File: src/rtl/imem_prefetch_queue.sv
// imem_prefetch_queue: instruction fetch unit with its own PC, an internal
// word-organised RAM (read latency MEM_LAT), a DEPTH-entry return queue and a
// valid/ready output toward decode. A redirect flushes the queue and squashes
// reads in flight; a write port loads the program.
//
// Optional feature macro: IMEM_MISALIGN_CHECK_EN
//   defined   -> adds a sticky misalign_err output, set the cycle after a
//                redirect whose target has nonzero low address bits.
//   undefined -> no misalign_err port; misaligned targets are aligned down.
//
// Handshake: an entry transfers on a rising edge where out_valid and
// out_ready are both 1; while out_valid=1 and out_ready=0 the head entry
// (out_instr/out_pc) is held unchanged. out_valid never depends
// combinationally on out_ready.
module imem_prefetch_queue #(
    parameter int                     INS_ADDRESS = 9,
    parameter int                     INS_W       = 32,
    parameter int                     DEPTH       = 4,
    parameter int                     MEM_LAT     = 1,
    parameter logic [INS_ADDRESS-1:0] RESET_PC    = '0
) (
    input  logic                   clk,
    input  logic                   reset,
    input  logic                   redirect_valid,
    input  logic [INS_ADDRESS-1:0] redirect_pc,
    output logic                   out_valid,
    input  logic                   out_ready,
    output logic [INS_W-1:0]       out_instr,
    output logic [INS_ADDRESS-1:0] out_pc,
    input  logic                   wr_en,
    input  logic [INS_ADDRESS-1:0] wr_addr,
    input  logic [INS_W-1:0]       wr_data
`ifdef IMEM_MISALIGN_CHECK_EN
    ,
    output logic                   misalign_err
`endif
);

    localparam int WA    = INS_ADDRESS - 2;
    localparam int WORDS = 2 ** WA;
    localparam int PW    = $clog2(DEPTH);
    localparam int CW    = $clog2(DEPTH + 1);

    // Program storage; never reset.
    logic [INS_W-1:0]       mem [WORDS];

    // Fetch state.
    logic [INS_ADDRESS-1:0] fetch_pc;
    logic                   issue;
    int                     inflight;

    // In-flight read pipeline: valid bit, byte address and returned data.
    logic [MEM_LAT-1:0]     pipe_v;
    logic [INS_ADDRESS-1:0] pipe_pc   [MEM_LAT];
    logic [INS_W-1:0]       data_pipe [MEM_LAT];
    logic                   push;
    logic                   pop;

    // Return queue.
    logic [INS_W-1:0]       q_instr [DEPTH];
    logic [INS_ADDRESS-1:0] q_pc    [DEPTH];
    logic [PW-1:0]          wr_ptr;
    logic [PW-1:0]          rd_ptr;
    logic [CW-1:0]          count;

    // Last presented head, shown while the queue is empty.
    logic [INS_W-1:0]       hold_instr;
    logic [INS_ADDRESS-1:0] hold_pc;

    // Low address bits carry no information for word accesses.
    logic                   unused_ok;
    assign unused_ok = ^{wr_addr[1:0], redirect_pc[1:0]};

    // Count reads still travelling through the RAM pipeline.
    always_comb begin
        inflight = 0;
        for (int i = 0; i < MEM_LAT; i++) begin
            inflight = inflight + int'(pipe_v[i]);
        end
    end

    // Issue only when every queued and in-flight entry still has a slot.
    assign issue     = !reset && !redirect_valid && ((int'(count) + inflight) < DEPTH);
    assign push      = pipe_v[MEM_LAT-1] && !reset && !redirect_valid;
    assign out_valid = (count != '0);
    assign pop       = out_valid && out_ready;
    assign out_instr = out_valid ? q_instr[rd_ptr] : hold_instr;
    assign out_pc    = out_valid ? q_pc[rd_ptr]    : hold_pc;

    // Fetch PC: reset, redirect (aligned down), or advance by one word on issue.
    always_ff @(posedge clk) begin
        if (reset) begin
            fetch_pc <= RESET_PC;
        end else if (redirect_valid) begin
            fetch_pc <= {redirect_pc[INS_ADDRESS-1:2], 2'b00};
        end else if (issue) begin
            fetch_pc <= fetch_pc + INS_ADDRESS'(4);
        end
    end

    // RAM write (read-first) and the data/address side of the read pipeline.
    always_ff @(posedge clk) begin
        if (wr_en) begin
            mem[wr_addr[INS_ADDRESS-1:2]] <= wr_data;
        end
        data_pipe[0] <= mem[fetch_pc[INS_ADDRESS-1:2]];
        pipe_pc[0]   <= fetch_pc;
        for (int k = 1; k < MEM_LAT; k++) begin
            data_pipe[k] <= data_pipe[k-1];
            pipe_pc[k]   <= pipe_pc[k-1];
        end
    end

    // In-flight valid bits; reset and redirect squash every outstanding read.
    always_ff @(posedge clk) begin
        if (reset || redirect_valid) begin
            pipe_v <= '0;
        end else begin
            pipe_v[0] <= issue;
            for (int k = 1; k < MEM_LAT; k++) begin
                pipe_v[k] <= pipe_v[k-1];
            end
        end
    end

    // Queue storage: returning reads land at the write pointer.
    always_ff @(posedge clk) begin
        if (push) begin
            q_instr[wr_ptr] <= data_pipe[MEM_LAT-1];
            q_pc[wr_ptr]    <= pipe_pc[MEM_LAT-1];
        end
    end

    // Queue pointers and occupancy; flushed on reset or redirect.
    always_ff @(posedge clk) begin
        if (reset || redirect_valid) begin
            wr_ptr <= '0;
            rd_ptr <= '0;
            count  <= '0;
        end else begin
            if (push) begin
                wr_ptr <= wr_ptr + 1'b1;
            end
            if (pop) begin
                rd_ptr <= rd_ptr + 1'b1;
            end
            case ({push, pop})
                2'b10:   count <= count + 1'b1;
                2'b01:   count <= count - 1'b1;
                default: count <= count;
            endcase
        end
    end

    // Remember the most recently presented head for the empty-queue outputs.
    always_ff @(posedge clk) begin
        if (reset) begin
            hold_instr <= '0;
            hold_pc    <= '0;
        end else if (out_valid) begin
            hold_instr <= q_instr[rd_ptr];
            hold_pc    <= q_pc[rd_ptr];
        end
    end

`ifdef IMEM_MISALIGN_CHECK_EN
    // Sticky flag for a redirect to a non-word-aligned target.
    always_ff @(posedge clk) begin
        if (reset) begin
            misalign_err <= 1'b0;
        end else if (redirect_valid && (redirect_pc[1:0] != 2'b00)) begin
            misalign_err <= 1'b1;
        end
    end
`endif

endmodule
File: config.mk
export PLATFORM = sky130hd
export DESIGN_NAME = imem_prefetch_queue
export DESIGN_NICKNAME = d
export VERILOG_FILES = /design/src/rtl/imem_prefetch_queue.sv
export SDC_FILE = /design/constraint.sdc
export NUM_CORES = 2
export LEC_CHECK = 0
export CORE_MARGIN = 2
export CORE_UTILIZATION = 39
export CTS_CLUSTER_SIZE = 30
export DETAILED_ROUTE_END_ITERATION = 7
export SYNTH_ARGS = -nofsm -noshare
export SYNTH_HDL_FRONTEND = slang
export SYNTH_MEMORY_MAX_BITS = 65536
export SYNTH_SLANG_ARGS = --single-unit
export TNS_END_PERCENT = 100
File: constraint.sdc
create_clock -name clk -period 5.6 [get_ports clk]
set_input_delay 0.56 -clock clk [delete_from_list [all_inputs] [get_ports clk]]
set_output_delay 0.56 -clock clk [all_outputs]
set_load 0.05 [all_outputs]
-- Word level (Yosys, flattened, before mapping)
Memories as Yosys holds them, arrays and structs flattened. A register that Yosys moved wholly into a read port is not among the register bits.
Cells that the tools add are included.
- output and inout port bits: 42
- bits in registers: 58
- RAM bits: 4301
- memories kept: 5
- $add $sub $neg: 6
- reduce and logical (&&, ||, !) cells: 12
- muxes and demuxes: 15
- equality and inequality tests: 2
- $lt $le $gt $ge: 1
- memories (memory ; words ; width ; read ports ; clocked after Yosys merged registers in ; write ports ; RTL line ; text):
    mem ; 128 ; 32 ; 1 ; 1 ; 1 ; 45 ; logic [INS_W-1:0] mem [WORDS];
    q_instr ; 4 ; 32 ; 1 ; 1 ; 1 ; 60 ; logic [INS_W-1:0] q_instr [DEPTH];
    q_pc ; 4 ; 9 ; 1 ; 1 ; 1 ; 61 ; logic [INS_ADDRESS-1:0] q_pc [DEPTH];
    data_pipe ; 1 ; 32 ; 1 ; 0 ; 1 ; 55 ; logic [INS_W-1:0] data_pipe [MEM_LAT];
    pipe_pc ; 1 ; 9 ; 1 ; 0 ; 1 ; 54 ; logic [INS_ADDRESS-1:0] pipe_pc [MEM_LAT];
- operators by type and width (kind ; number):
    32-bit two-way mux ; 1
    9-bit two-way mux ; 3
    7-bit two-way mux ; 2
    9-bit by 3-bit adder with 9-bit output (second input constant) ; 1
    2-bit two-way mux ; 4
    3-bit one-hot mux with 2 select lines ; 1
    1-bit logical AND ; 5
    2-bit by 1-bit adder with 2-bit output (second input constant) ; 2
    3-bit by 1-bit adder with 4-bit output ; 1
    4-bit by 3-bit < comparator with 1-bit output (second input constant) ; 1
    1-bit two-way mux ; 4
    2-bit nonzero test ; 2
    3-bit by 1-bit adder with 3-bit output (second input constant) ; 1
    3-bit nonzero test ; 1
    3-bit by 1-bit subtractor with 3-bit output (second input constant) ; 1
    2-bit by 1-bit equality test with 1-bit output (second input constant) ; 1
    2-bit equality test (second input constant) ; 1
    1-bit logical NOT ; 2
    2-bit OR reduction ; 1
    1-bit logical OR ; 1

-- Longest topological paths before layout
- word-level depth: 7
- mapped depth: 9
- depth with buffers taken out: 9

-- Least setup slack after synthesis
OpenSTA, ideal clock, no wires.
- kind: input-to-reg
- start: input wr_addr[6]
- end: memory mem[105][0] (enable)
- setup slack: 1.829 ns
- data arrival time: 3.310 ns
- data required time: 5.139 ns
- cell stages on the path: 4
- path through: clkbuf_1 -> nor3b_1 -> nand2_1 -> nor3_1
- RTL lines (what ; RTL line ; text):
    start: declaration ; 31 ; input logic [INS_ADDRESS-1:0] wr_addr,
    end: declaration ; 45 ;
No word-level cell before the write port.

==> parameters.txt <==
Parameter                              Value

Setup path
  Worst path slowest cell ... sky130_fd_sc_hd__dfxtp_2
  CP cell instances ... buf_4, mux4_2, nand2_1, nand2_1, clkdlybuf4s50_1
  Maximum fanout encountered on the critical timing path ... 21
  Critical path launch point type ... flip-flop
  Required time at the worst-slack endpoint ... 5.04 ns
  WS Path Type ... flip-flop to output pin
  Top Family by Delay on Critical Path ... buffers and inverters
  Bufs and invs on worst path ... 2
  Max stage delay on crit path ... 0.79 ns
  Critical path arrival ... 3.82 ns
  Cell occurring most often along the worst timing path ... sky130_fd_sc_hd__nand2_1
  Type of destination of the critical path ... output pin

CTS
  Clock tree from TritonCTS ... yes
  PostCTS Resize Cnt ... 0
  Number of buffers created by CTS ... 431
  Root Buffer Master ... sky130_fd_sc_hd__clkbuf_16
  # clock sinks ... around 4400
  Number of buffers added to fix hold violations after cts ... 0
  Maximum count of clock buffers along a single path ... 4
  Post-CTS repair timing setup buffer count ... 0
  CTS H-tree lvls ... 5
  Later-pin clock latency in the skew report ... about 0.97 ns
  Clock-pin slew of the registers on the worst-case setup and hold paths ... 0.06 ns

Synthesis
  Area leader, netlist ... sky130_fd_sc_hd__edfxtp_1
  Post-Syn Nets ... ~6600
  Post-synth top cells ... sky130_fd_sc_hd__edfxtp_1, sky130_fd_sc_hd__mux4_2, sky130_fd_sc_hd__clkbuf_1
  Count of state elements after synthesis ... around 4400
  Count of mapped cells out of synthesis ... 6519
  Fraction of the yosys area taken by sequential cells ... 0.7885
  Number of warnings reported in the yosys synthesis log ... 0
  Largest cells by area after synthesis ... sky130_fd_sc_hd__edfxtp_1, sky130_fd_sc_hd__mux4_2, sky130_fd_sc_hd__dfxtp_1
  Mean instance size in the synthesized netlist ... between 20 and 30 µm²
  Combined area of all synthesized cells ... ~0.16 mm²
  Number of synthesized flops with an enable pin ... 4252
  Most repeated cell in the gate-level netlist after synthesis ... sky130_fd_sc_hd__edfxtp_1
  Distinct cell type count after synthesis ... 33
  Fraction of registers with async set/reset ... 0
  Dominant synthesized flop cell ... sky130_fd_sc_hd__edfxtp_1
  Area share of the leading cell type in the synthesized netlist ... 0.7758

Placement
  Number of input and output port buffers inserted ... 92
  Placer congestion estimate ... 0.8064
  HPWL after detailed placement ... 237400 µm
  Post-placement cell count ... 12188

Global route
  Antenna violations before repair ... approximately 70
  Maximum number of pins on one net before global-route repair ... 87
  Vias in the first global route ... 74729
  First-pass GRT wire length ... 586300 µm
  Total routing usage reported by global routing ... 0.1951
  Total gr overflow ... 0

Timing
  Number of endpoints with negative hold slack in the final report ... 0
  Period utilization ... 0.7814
  Fin Setup TNS ... 0 ns
  Relative slew margins ... 0.2235
  Final hold slack ... 0.08470 ns
  Largest clock skew in the final design ... 0.04668 ns
  Achievable Freq ... 228.5 MHz
  RSZ-0062 raised after global routing ... no
  Number of max-slew violations in the final report ... 0
  Count of endpoints failing setup in the final report ... 0
  Transition at the pin with the smallest max-transition slack ... ~1.2 ns
  Clock period minus worst slack ... 4.376 ns

Route
  Length of routed wiring on met1 ... between 150000 and 200000 µm
  Length of routed met2 wiring ... 201500 µm
  Drt initial violations ... 10116
  Final routed wire length divided by cell count ... around 32 µm
  Detailed-routed wire length on met3 ... 34650 µm
  Top Metal Used ... met5
  Detailed-route wire length ... 420300 µm
  Drc violations ... 0
  Total via count in the routed design ... between 70000 and 80000
  First-pass DRT Iterations ... 6
  Antenna-violating nets left ... 0
  Vias per cell ... 5.702

Floorplanning
  DIE WIDTH ... roughly 650 µm
  Site row count ... between 200 and 250
  Initial Utilization ... 0.3917
  Area of the core ... between 0.4 and 0.5 mm²
  Die Footprint ... 0.4272 mm²
  Number of placed I/O pins ... 97
  Die outline height ... 653.6 µm

Layout
  Area growth from synthesis to layout ... 14.68%
  Fillers ... 34425
  Net count reported at finish ... a little over 7000
  Layout cells sized above 1 ... 0.3390
  Non-filler cells in the finished layout ... 13023

Power
  Leakage power of the design ... 56.40 nW
  Sum of internal, switching and leakage power ... approximately 69 mW
  Cell Pwr Density ... ~360 mW/mm²
  Maximum vdd drop ... 0.3121 mV

Min path
  Min-delay worst type ... input pin to flip-flop

Run status
  Result of the run ... finished clean

Job
  Max-cap violations ... 0
## power breakdown
group | total, mW | switching, mW | internal, mW | leakage [nW]
Clock | 28.3 | 12.2 | 16.0 | 6.75
Combinational | 4.24 | 2.54 | 1.70 | 10.5
Sequential | 36.2 | 0.202 | 36.0 | 39.1
## cells by family (layout without fill, tap and decap cells)
| kind of cell | Yosys count | after routing | share of synthesized area |
|---|---|---|---|
| other | 0 | 37 | 0 |
| buffers and inverters | 348 | 1175 | 0.008758 |
| xor gates and xnor gates | 5 | 5 | 0.0002661 |
| muxes | 1416 | 1416 | 0.1915 |
| adders and majority gates | 7 | 7 | 0.0005778 |
| AOI/OAI and AO/OA | 17 | 17 | 0.0006690 |
| and+or+nand+nor | 370 | 370 | 0.009746 |
| DFF | 4356 | 4356 | 0.7885 |
## cell type report
cell class	count	area (µm²)	share of cell area
multi-input cells	1815	34370	0.1821
repair buffers	369	3616	0.01916
clock inverters	252	2362	0.01252
inverters	8	30.03	0.0001591
clock buffers	546	11420	0.06052
flip-flops and latches	4356	129800	0.6877
well taps	5640	7057	0.03739
diodes	37	92.59	0.0004906
## stage by stage
stage          setup WS, ns  utilization  cell area (µm²)
2_1_floorplan         1.829            -           164600
3_3_place_gp          1.682       0.4162           174900
3_5_place_dp          1.630       0.4162           174900
4_1_cts               1.032       0.4490           188700
5_1_grt              0.8812       0.4490           188700
6_report              1.224       0.4492           188700
## per-layer routing
metal | GRT usage | vias to the layer above
met5 | 0 | -
met3 | 0.02991 | 464
met2 | 0.3108 | 3358
met4 | 0.04498 | 12
li1 | - | 29300
met1 | 0.2851 | 41128
## state kept, by name (all words and copies together) (netlist names), named ones only
| signal | count |
|---|---|
| count | 3 |
| hold_pc | 9 |
| mem | 4096 |
| hold_instr | 32 |
| q_pc | 28 |
| rd_ptr | 2 |
| q_instr | 128 |
| data_pipe | 32 |
| pipe_v | 1 |
| pipe_pc | 7 |
| wr_ptr | 2 |
| fetch_pc | 7 |
## worst paths after layout
check	startpoint	endpoint	slack [ns]	cells after the start
worst min-delay path	wr_data[19]	mem[119][19]$_DFFE_PP_	0.08	1
worst max register to register	flip-flop	data_pipe[0][31]$_DFF_P_	1.72	7
worst max-delay path	flip-flop	out_instr[13]	1.22	5
worst min register to register	fetch_pc[8]$_SDFFE_PP0N_	pipe_pc[0][8]$_DFF_P_	0.38	0
## layout by cell type, fill, tap and decap left out, types with 34 or more instances in the layout
cell type                         count
sky130_fd_sc_hd__bufinv_16           34
sky130_fd_sc_hd__clkinv_1            84
sky130_fd_sc_hd__buf_12              56
sky130_fd_sc_hd__clkdlybuf4s50_1     59
sky130_fd_sc_hd__nor2_4             124
sky130_fd_sc_hd__diode_2             37
sky130_fd_sc_hd__buf_4              253
sky130_fd_sc_hd__clkbuf_1            99
sky130_fd_sc_hd__clkbuf_16          435
sky130_fd_sc_hd__nand2_1            134
sky130_fd_sc_hd__nor2b_1             48
sky130_fd_sc_hd__mux4_2            1383
sky130_fd_sc_hd__clkinv_2            87
sky130_fd_sc_hd__edfxtp_1          4252
sky130_fd_sc_hd__dfxtp_1             95
No activity file was read; power rests on OpenSTA's default activity.
